==> config.mk <==
export PLATFORM = sky130hd
export DESIGN_NAME = chan_scan_mux_flat
export DESIGN_NICKNAME = d
export VERILOG_FILES = /design/src/rtl/chan_scan_mux_if.sv /design/src/rtl/chan_scan_mux.sv /design/src/flat_wrapper.sv
export SDC_FILE = /design/constraint.sdc
export NUM_CORES = 1
export LEC_CHECK = 0
export BUFFER_PORTS_ARGS = -buffer_cell sky130_fd_sc_hd__clkbuf_2
export CAP_MARGIN = 20
export CORE_AREA = 2 2 58 60
export DETAILED_ROUTE_END_ITERATION = 16
export DIE_AREA = 0 0 60 62
export GPL_ROUTABILITY_DRIVEN = 1
export PLACE_DENSITY = 0.56
export SYNTH_ARGS = -nofsm -noshare
export SYNTH_HDL_FRONTEND = slang
export SYNTH_SLANG_ARGS = --single-unit
==> constraint.sdc <==
create_clock -name clk -period 1.3 [get_ports clk]
set_input_delay 0.26 -clock clk [delete_from_list [all_inputs] [get_ports clk]]
set_output_delay 0.26 -clock clk [all_outputs]
set_load 0.05 [all_outputs]
==> src/rtl/chan_scan_mux_if.sv <==
// Channel-select bus between a display controller and chan_scan_mux.
// The controller drives the channel data and selection controls; the mux returns its state.
interface chan_scan_mux_if #(
  parameter int N = 4,
  parameter int W = 8
);
  localparam int CW = $clog2(N);

  logic [N*W-1:0] din;
  logic           step;
  logic           auto_en;
  logic           load_sel;
  logic [CW-1:0]  sel_in;
  logic [W-1:0]   dout;
  logic [CW-1:0]  chan;
  logic           changed;

  modport master (
    output din, step, auto_en, load_sel, sel_in,
    input  dout, chan, changed
  );

  modport slave (
    input  din, step, auto_en, load_sel, sel_in,
    output dout, chan, changed
  );
endinterface

==> src/rtl/chan_scan_mux.sv <==
// Registered N-channel selector. The channel is chosen by direct load, by a push-button step,
// or by an auto-scan timer.
module chan_scan_mux #(
  parameter int N        = 4,
  parameter int W        = 8,
  parameter int SCAN_DIV = 4
) (
  input  logic           clk,
  input  logic           reset,
  chan_scan_mux_if.slave bus
);
  localparam int            CW   = $clog2(N);
  localparam int            PW   = $clog2(SCAN_DIV);
  localparam logic [CW-1:0] LAST = CW'(N - 1);
  localparam logic [CW:0]   NLIM = (CW + 1)'(N);
  localparam logic [PW-1:0] PTOP = PW'(SCAN_DIV - 1);

  logic          s1_q, s2_q, s3_q;
  logic [PW-1:0] presc_q, presc_d;
  logic [CW-1:0] chan_q, chan_d;
  logic          upd_q, changed_q;
  logic [W-1:0]  dout_q, dout_d;

  logic          step_pulse;
  logic          tick;
  logic          load_ok;
  logic          chan_upd;
  logic [CW-1:0] chan_inc;

  always_comb begin
    step_pulse = s2_q & ~s3_q;
    tick       = bus.auto_en && (presc_q == PTOP);
    load_ok    = bus.load_sel && ({1'b0, bus.sel_in} < NLIM);
    chan_inc   = (chan_q == LAST) ? '0 : chan_q + 1'b1;

    // An out-of-range load still wins priority, so it swallows step/tick in that cycle.
    chan_d = chan_q;
    if (bus.load_sel) begin
      if (load_ok) chan_d = bus.sel_in;
    end else if (step_pulse || tick) begin
      chan_d = chan_inc;
    end
    chan_upd = (chan_d != chan_q);

    presc_d = presc_q + 1'b1;
    if (!bus.auto_en || bus.load_sel || step_pulse || tick) presc_d = '0;

    dout_d = '0;
    for (int unsigned k = 0; k < N; k++) begin
      if (chan_q == CW'(k)) dout_d = bus.din[k*W +: W];
    end
  end

  always_ff @(posedge clk or posedge reset) begin
    if (reset) begin
      s1_q      <= 1'b0;
      s2_q      <= 1'b0;
      s3_q      <= 1'b0;
      presc_q   <= '0;
      chan_q    <= '0;
      upd_q     <= 1'b0;
      changed_q <= 1'b0;
      dout_q    <= '0;
    end else begin
      s1_q      <= bus.step;
      s2_q      <= s1_q;
      s3_q      <= s2_q;
      presc_q   <= presc_d;
      chan_q    <= chan_d;
      upd_q     <= chan_upd;
      changed_q <= upd_q;
      dout_q    <= dout_d;
    end
  end

  assign bus.dout    = dout_q;
  assign bus.chan    = chan_q;
  assign bus.changed = changed_q;
endmodule
==> src/flat_wrapper.sv <==
// flat-port wrapper written by rule: the top's interface ports become plain ports
module chan_scan_mux_flat 
#(
  parameter int N        = 4,
  parameter int W        = 8,
  parameter int SCAN_DIV = 4
)
  (clk, reset, bus_din, bus_step, bus_auto_en, bus_load_sel, bus_sel_in, bus_dout, bus_chan, bus_changed);
  chan_scan_mux_if #(.N(N), .W(W)) bus_i ();
  input  logic clk;
  input  logic reset;
  input wire logic [$bits(bus_i.din)-1:0] bus_din;
  input wire logic [$bits(bus_i.step)-1:0] bus_step;
  input wire logic [$bits(bus_i.auto_en)-1:0] bus_auto_en;
  input wire logic [$bits(bus_i.load_sel)-1:0] bus_load_sel;
  input wire logic [$bits(bus_i.sel_in)-1:0] bus_sel_in;
  output wire logic [$bits(bus_i.dout)-1:0] bus_dout;
  output wire logic [$bits(bus_i.chan)-1:0] bus_chan;
  output wire logic [$bits(bus_i.changed)-1:0] bus_changed;
  assign bus_i.din = bus_din;
  assign bus_i.step = bus_step;
  assign bus_i.auto_en = bus_auto_en;
  assign bus_i.load_sel = bus_load_sel;
  assign bus_i.sel_in = bus_sel_in;
  assign bus_dout = bus_i.dout;
  assign bus_chan = bus_i.chan;
  assign bus_changed = bus_i.changed;
  chan_scan_mux #(.N(N), .W(W), .SCAN_DIV(SCAN_DIV)) u_core (.clk(clk), .reset(reset), .bus(bus_i));
endmodule
Word level (Yosys, flattened, before mapping)
Index checks and enable logic that the tools add are counted.

Eq/ne operators: 5. Reduce and logical (&&, ||, !) cells: 7. Muxes and demuxes: 8. Add/sub/neg operators: 2. Bitwise operators: 2.

Operators by type and width (number): $mux W8 (4); $mux W2 (4); $eq A2 B2 Y1 const B (3); $add A2 B1 Y2 const B (2); $logic_or A1 B1 Y1 (4); $eq A2 B1 Y1 const B (1); $logic_not A2 Y1 (1); $ne A2 B2 Y1 (1); $and A1 B1 Y1 (1); $logic_and A1 B1 Y1 (1); $logic_not A1 Y1 (1); $not A1 Y1 (1).

Input bits: 39. Register bits: 17. Output and inout port bits: 11. Logic and storage cells: 32.

Logic depth before layout (Yosys ltp)
Gate-level depths: netlist of run 1.

Depth in word-level cells: 6. Depth in mapped cells: 7. Mapped depth without buffers: 6.

Worst setup path before layout of run 1
OpenSTA, ideal clock, no wires.

Path kind: register to register. Start point: register u_core.chan_q[0], in the netlist u_core.bus.chan[0]. End point: register u_core.upd_q. Arrival: 1592 ps. Slack: -412 ps. Library setup time: 120 ps. Cell stages (with the launch flop): 6. Clock period less this slack: 1712 ps. Required time: 1180 ps. Cell sequence: dfrtp_1 -> inv_1 -> ha_1 -> mux2i_1 -> xnor2_1 -> o22a_2.

Longest elaborated chain between the ends: 5. Elaborated cells between the ends (all ways): 6.

RTL lines: start, declared (line chan_scan_mux.sv:20) `logic [CW-1:0] chan_q, chan_d;`; start signal, assigned (line chan_scan_mux.sv:69) `chan_q <= chan_d;`; $add A2 B1 Y2 or $eq A2 B2 Y1 (tied branches) (line chan_scan_mux.sv:34) `chan_inc = (chan_q == LAST) ? '0 : chan_q + 1'b1;`; $mux W2 (line chan_scan_mux.sv:34); $mux W2 (line chan_scan_mux.sv:40) `end else if (step_pulse || tick) begin`; $mux W2 (line chan_scan_mux.sv:38) `if (bus.load_sel) begin`; $ne A2 B2 Y1 (*) (line chan_scan_mux.sv:43) `chan_upd = (chan_d != chan_q);`; via u_core.chan_upd (line chan_scan_mux.sv:27) `logic chan_upd;`; end signal, assigned (line chan_scan_mux.sv:70) `upd_q <= chan_upd;`; end, declared (line chan_scan_mux.sv:21) `logic upd_q, changed_q;`.

Mark *: on every way through the listed nets, which the timed path passes. The rest lies on a longest branch.

Final worst setup path of run 1
Start point: register u_core.chan_q[0], in the netlist u_core.bus.chan[0]. End point: register u_core.dout_q[6], in the netlist u_core.bus.dout[6].

Longest elaborated chain between the ends: 5. Elaborated cells between the ends (all ways): 8.

RTL lines: $logic_not A2 Y1 (line chan_scan_mux.sv:50) `if (chan_q == CW'(k)) dout_d = bus.din[k*W +: W];`; $mux W8 (3 in a row) (line chan_scan_mux.sv:50); $mux W8 (*) (line chan_scan_mux.sv:50); via u_core.dout_d[6] (line chan_scan_mux.sv:22) `logic [W-1:0] dout_q, dout_d;`; end signal, assigned (line chan_scan_mux.sv:72) `dout_q <= dout_d;`; end, declared (line chan_scan_mux.sv:22).

Marked as above.

==> results of run 1 <==
==> worst paths after layout <==
kind / startpoint / endpoint / slack (ps) / cells after the start
min: bus_step / u_core.s1_q$_DFF_PP0_ / 80 / 1
max in group asynchronous: reset / u_core.bus.dout[6]$_DFF_PP0_ / 380 / 4
max: u_core.bus.chan[0]$_DFF_PP0_ / u_core.bus.dout[6]$_DFF_PP0_ / -100 / 6
min in group asynchronous: reset / u_core.bus.chan[0]$_DFF_PP0_ / 470 / 3
min reg2reg: u_core.upd_q$_DFF_PP0_ / u_core.bus.changed$_DFF_PP0_ / 360 / 0
max reg2reg: u_core.bus.chan[0]$_DFF_PP0_ / u_core.bus.dout[6]$_DFF_PP0_ / -100 / 6
==> power groups by stage <==
stage	Sequential, mW	Combinational (mW)	Clock (mW)
floorplan	0.877	0.229	0
global placement	0.643	0.652	0
detailed placement	0.645	0.660	0
CTS	0.634	0.741	0.288
global route	0.641	0.805	0.318
finish	0.633	0.745	0.273
==> kinds of logic (layout without fill, tap and decap cells) <==
kind of cell | count (synthesis) | count (layout) | synth area share [%]
xor gates and xnor gates | 1 | 1 | 0.967
and+or+nand+nor | 25 | 25 | 13.5
AOI/OAI and AO/OA | 38 | 38 | 23.2
muxes | 2 | 2 | 2.21
buffers and inverters | 10 | 70 | 6.21
adders and majority gates | 5 | 5 | 6.91
DFF | 17 | 17 | 47.0
==> metrics by stage <==
stage | setup slack (ps) | setup TNS (ps)
detailed placement | -163 | -961
finish | -104 | -764
CTS | -94.8 | -724
floorplan | -128 | -984
global placement | -85.8 | -527
global route | -209 | -1760
==> sequential cells by signal, indices dropped and copies added, names as in the netlist <==
| signal | count |
|---|---|
| u_core.presc_q | 2 |
| u_core.s2_q | 1 |
| u_core.bus.dout | 8 |
| u_core.s1_q | 1 |
| u_core.upd_q | 1 |
| u_core.s3_q | 1 |
| u_core.bus.changed | 1 |
| u_core.bus.chan | 2 |
==> cell usage in the layout (no fill, tap or decap) <==
cell and instances:
a21o_4 1, a21oi_1 6, a21oi_2 3, a31oi_1 1
buf_4 9, buf_6 3, clkbuf_1 1, clkbuf_16 2
clkbuf_2 47, clkbuf_4 3, dfrtp_1 15, dfrtp_2 1
dfrtp_4 1, dlygate4sd3_1 1, ha_2 2, ha_4 3
inv_1 2, inv_2 2, mux2i_1 2, nand2_1 17
nand2b_1 3, nor2_1 1, nor2b_4 1, nor3b_4 1
nor4_1 1, nor4b_1 1, o21ai_0 11, o21ai_1 14
o22a_2 1, o31a_1 1, xnor2_1 1
==> routing by layer <==
| layer | up-vias | share of wire (%) |
|---|---|---|
| met5 | - | 0 |
| met4 | 0 | 0 |
| met3 | 0 | 4.1 |
| met2 | 21 | 48 |
| met1 | 374 | 48 |
| li1 | 457 | - |
==> repair_timing <==
action | CTS | global route
cloned | 0 | 0
pin swaps | 0 | 3
buffers inserted | 4 | 1
resized for setup | 22 | 3
setup endpoints to repair | 12 | 12
hold endpoints to repair | 9 | 0
hold buffers | 1 | 0
==> layout make-up <==
cell class	count	area [sq um]
Clock buffer	4	26.3
Fill cell	327	1760
Inverter	4	15.0
Multi-Input combinational cell	71	489
Sequential cell	17	430
Tap cell	46	57.6
Timing Repair Buffer	62	397
==> flow_metrics.tcl, run 1 <==
set metrics [dict create \
    outcome "complete, but fails checks" \
    violations "setup timing" \
    port_buffers 49 \
    hold_path.class "input port to flip-flop" \
    die_w_um 60 \
    dp_hpwl_mm 1.79 \
    syn-cell-area_sq_um 906 \
    grt.met1_usage_pct 17.0 \
    synth.most_common_cell "o21ai_0" \
    start_kind "flip-flop" \
    crit_path_max_incr_delay_ps 500 \
    cp_max_fo 16 \
    synth_nets 142 \
    grt-ovfl-total 0 \
    swShare_pct 39.1 \
    synth-seq-cells 17 \
    cts.clk_slew.worst_paths_ps 100 \
    worstPathArrival_ps 1570 \
    grt_first_pass_wirelength_mm 3.44 \
    postRouteAntennaNets 0 \
    p_sw_mw 0.646 \
    cpMaxStageDelayCell "dfrtp_4" \
    min_period_ps 1400 \
    setup_viol 11 \
    via_per_inst 4.18 \
    leakage_nw 0.677 \
    max-slew-margin-rel_pct 74.8 \
    synth-edff-count 0 \
    cts-root-buf "clkbuf_4" \
    synth.distinct_cells 22 \
    placed_area_sq_mm 0.00126 \
    p_comb_share_pct 45.1 \
    drt-pass1-iter-count 4 \
    clock_latency_ps 280 \
    area_delta_synth_final_pct 56.2 \
    power_frac_clock_pct 16.6 \
    postLayoutCoreUtil_pct 44.5 \
    rsz0062_at_grt "true" \
    internal_power_mw 1.01 \
    busiest_layer "met2" \
    drt_iter0_markers 9 \
    finalPower_mw 1.65 \
    cp_num_buf_inv 1 \
    num_io_pins 50 \
    grt_pass1_vias 787 \
    start_util_pct 28.5 \
    yosysTopAreaCellShare_pct 47.0 \
    crit_family "flip-flops" \
    path_cells "buf_4 -> ha_4 -> a21oi_1 -> o21ai_1 -> o21ai_0 -> o21ai_0" \
    dieHeight_um 62 \
    synthTopCellsByArea "dfrtp_1 (47%), o21ai_0 (14%), nand2_1 (7.0%), ha_1 (6.9%), a21oi_1 (5.0%)" \
    slew_viol_final 0 \
    seq_area_frac_synth_pct 47.0 \
    synthArstFlopShare_pct 100 \
    grtUsageTotal_pct 12.5 \
    antenna_found_initial 0 \
    p_per_area_mw_per_mm2 1170 \
    gp_congestion 0.720 \
    synthCells 98 \
    cp_common_cell "o21ai_0" \
    clock_skew_ps 7.86 \
    tightest_slew_ps 378 \
    path_class "flip-flop to flip-flop" \
    ys_warn_count 0 \
    crit_required_ps 1460 \
    timing.fmax_mhz 712 \
    hold_viol 0 \
    layout.cells.non_filler 204 \
    cp-end-kind "flip-flop" \
    drt-total-wl_mm 2.29 \
    numCtsBuffers 3 \
    drv_cap 0 \
    drc 0 \
    fin_ws_ps -104 \
    fp-row-count 21 \
    hold_slack_ps 83.0 \
    syn_area_per_cell_sq_um 9.24 \
    wl_per_cell_um 11.2 \
    grt_max_degree 17 \
    placedCellCount 194 \
    drive_above_1_share_pct 50.6 \
    core-area_sq_mm 0.00318 \
    die_area_sq_mm 0.00372 \
    met2_usage_pct 20.2 \
    yosys.area.top_type "dfrtp_1" \
    clkSinkCount 17 \
    cts_tree "built" \
    synth_top_flop_cell "dfrtp_1" \
    vias 852 \
    antenna_cells 0 \
    timing.final.crit_share_pct 108 \
    yosys-top-cells-count "o21ai_0 (25), dfrtp_1 (17), nand2_1 (17)" \
    final_area_sq_mm 0.00142 \
    nNetsFinal 203 \
    cts_buffer_depth 2 \
    p_seq_share_pct 38.3 \
    ctsHtreeMaxLevel 1 \
    grt.met3_usage_pct 1.04 \
    irDropWorstVdd_uv 336 \
]
Note: power is estimated with default switching activity, not from simulation.
==> run 2, diff against run 1 <==
--- a/config.mk
+++ b/config.mk
@@ -5,13 +5,15 @@
 export SDC_FILE = /design/constraint.sdc
 export NUM_CORES = 1
 export LEC_CHECK = 0
-export BUFFER_PORTS_ARGS = -buffer_cell sky130_fd_sc_hd__clkbuf_2
 export CAP_MARGIN = 20
+export CELL_PAD_IN_SITES_DETAIL_PLACEMENT = 0
+export CELL_PAD_IN_SITES_GLOBAL_PLACEMENT = 1
 export CORE_AREA = 2 2 58 60
 export DETAILED_ROUTE_END_ITERATION = 16
 export DIE_AREA = 0 0 60 62
+export DONT_BUFFER_PORTS = 1
 export GPL_ROUTABILITY_DRIVEN = 1
-export PLACE_DENSITY = 0.56
+export PLACE_DENSITY = 0.55
 export SYNTH_ARGS = -nofsm -noshare
 export SYNTH_HDL_FRONTEND = slang
 export SYNTH_SLANG_ARGS = --single-unit
==> run 2 against run 1 <==
  * The run still ends with setup timing left
  * Clock-buffer cell count is the same
  * Combinational power shrank 48%
  * Sequential share of layout area grew 7.2 points
  * Worst setup slack gained 26 ps
  * Sequential cell count is the same
  * Worst hold slack lost 37 ps
  * First-iteration DRC count is the same
  * Clock power shrank 2%
  * Largest cell class unchanged
  * Die area is the same
==> flow_metrics.tcl, run 2 (same netlist as run 1, synthesis figures left out) <==
set metrics [dict create \
    drc 0 \
    leakage_nw 0.462 \
    finalPower_mw 1.51 \
    worstReg2RegEnd "u_core.bus.dout[6]$_DFF_PP0_" \
    tightest_slew_ps 467 \
    clock_latency_ps 280 \
    path_class "flip-flop to flip-flop" \
    setup_viol 10 \
    area_delta_synth_final_pct 26.2 \
    worstPathArrival_ps 1550 \
    path_cells "buf_6 -> ha_4 -> a21oi_1 -> o21ai_0 -> o21ai_0 -> o21ai_1" \
    wl_per_cell_um 13.3 \
    hold_viol 0 \
    num_io_pins 50 \
    cts_tree "built" \
    irDropWorstVdd_uv 366 \
    tns_ps -474 \
    reg2reg_slack_ps -80 \
    antenna_cells 0 \
    drv_cap 0 \
    max-slew-margin-rel_pct 68.9 \
    grt_first_pass_wirelength_mm 3.08 \
    regToRegStartpoint "u_core.bus.chan[0]$_DFF_PP0_" \
    cts_buffer_depth 2 \
    gp_congestion 0.723 \
    cts.clk_slew.worst_paths_ps 90 \
    dp_slack_ps -122 \
    grt_pass1_vias 680 \
    ctsHtreeMaxLevel 1 \
    cp-end-kind "flip-flop" \
    startpoint "u_core.bus.chan[0]$_DFF_PP0_" \
    placed_area_sq_mm 0.00103 \
    vias 722 \
    violations "setup timing" \
    drive_above_1_share_pct 27.3 \
    dp_hpwl_mm 1.66 \
    cpMaxStageDelayCell "dfrtp_4" \
    hold_path.class "input port to flip-flop" \
    p_per_area_mw_per_mm2 1320 \
    crit_end "u_core.bus.dout[6]$_DFF_PP0_" \
    met2_usage_pct 15.2 \
    fp-row-count 21 \
    dieHeight_um 62 \
    worstRegToRegCells 6 \
    final_area_sq_mm 0.00114 \
    nNetsFinal 155 \
    drt_iter0_markers 9 \
    die_area_sq_mm 0.00372 \
    clock_skew_ps 3.63 \
    final_cell_mix "nand2_1 (17), dfrtp_1 (15), o21ai_1 (14)" \
    largest_reg_flops 8 \
    grtUsageTotal_pct 11.3 \
    rsz0062_at_grt "true" \
    core-area_sq_mm 0.00318 \
    fin_ws_ps -78.8 \
    grt_max_degree 18 \
    cp_max_fo 16 \
    numCtsBuffers 3 \
    grt-ovfl-total 0 \
    grt.met1_usage_pct 16.8 \
    drt-total-wl_mm 2.08 \
    outcome "complete, but fails checks" \
    grt.met3_usage_pct 3.73 \
    slew_viol_final 0 \
    crit_path_max_incr_delay_ps 500 \
    min_period_ps 1380 \
    timing.final.crit_share_pct 106 \
    via_per_inst 4.63 \
    cts-root-buf "clkbuf_4" \
    port_buffers 0 \
    start_util_pct 28.5 \
    postRouteAntennaNets 0 \
    clkSinkCount 17 \
    die_w_um 60 \
    drt-pass1-iter-count 4 \
    timing.fmax_mhz 725 \
    start_kind "flip-flop" \
    crit_required_ps 1470 \
    busiest_layer "met1" \
    cp_common_cell "o21ai_0" \
    antenna_found_initial 0 \
    final_common_cell "nand2_1" \
]
==> run 2: cell type report <==
class | instances | area [sq um]
fillers | 331 | 2040
well taps | 46 | 57.6
flip-flops and latches | 17 | 430
clock buffers | 4 | 26.3
inverters | 4 | 17.5
multi-input cells | 71 | 479
repair buffers | 14 | 133
==> run 2: report_power, final <==
part,internal [mW],switching [mW],total (mW)
clock,0.119,0.149,0.268
combinational,0.184,0.203,0.387
sequential,0.602,0.248,0.850
total,0.906,0.601,1.51
==> run 2: through the flow <==
stage               hold slack (ps)  utilization [%]  cells
detailed placement              176             32.3    147
global route                   31.3             36.0    156
global placement                175             32.3    147
finish                         45.7             36.0    156
floorplan                       186                -     98
CTS                            36.9             34.9    154
==> run 2: worst max-delay path: cells and delay by family, from the launching register on <==
kind | cells | cell delay, ps
DFF | 1 | 500
AOI/OAI and AO/OA | 4 | 420
adders and majority gates | 1 | 210
buffers and inverters | 1 | 140
==> run 2: worst min path at each step <==
stage / start / end / slack, ps / cells past startpoint
floorplan: reset / u_core.bus.chan[0]$_DFF_PP0_ / 190 / 1
global placement: reset / u_core.bus.dout[5]$_DFF_PP0_ / 180 / 2
detailed placement: reset / u_core.bus.dout[5]$_DFF_PP0_ / 180 / 2
CTS: bus_load_sel / u_core.presc_q[0]$_DFF_PP0_ / 40 / 1
global route: bus_load_sel / u_core.presc_q[0]$_DFF_PP0_ / 30 / 1
finish: bus_load_sel / u_core.presc_q[1]$_DFF_PP0_ / 50 / 1
==> run 2: per-layer routing <==
metal  up-vias  wire, um
li1        360         -
met1       328       959
met2        32       917
met3         2       186
met4         0        17
met5         -         0
==> run 2: timing repair <==
action | 4_1_cts | 5_1_grt
gates cloned | 0 | 0
buffers inserted | 1 | 2
pin swaps | 0 | 4
endpoints found under the hold margin | 18 | 0
hold buffers | 2 | 0
resized for setup | 12 | 9
setup endpoints to repair | 12 | 12
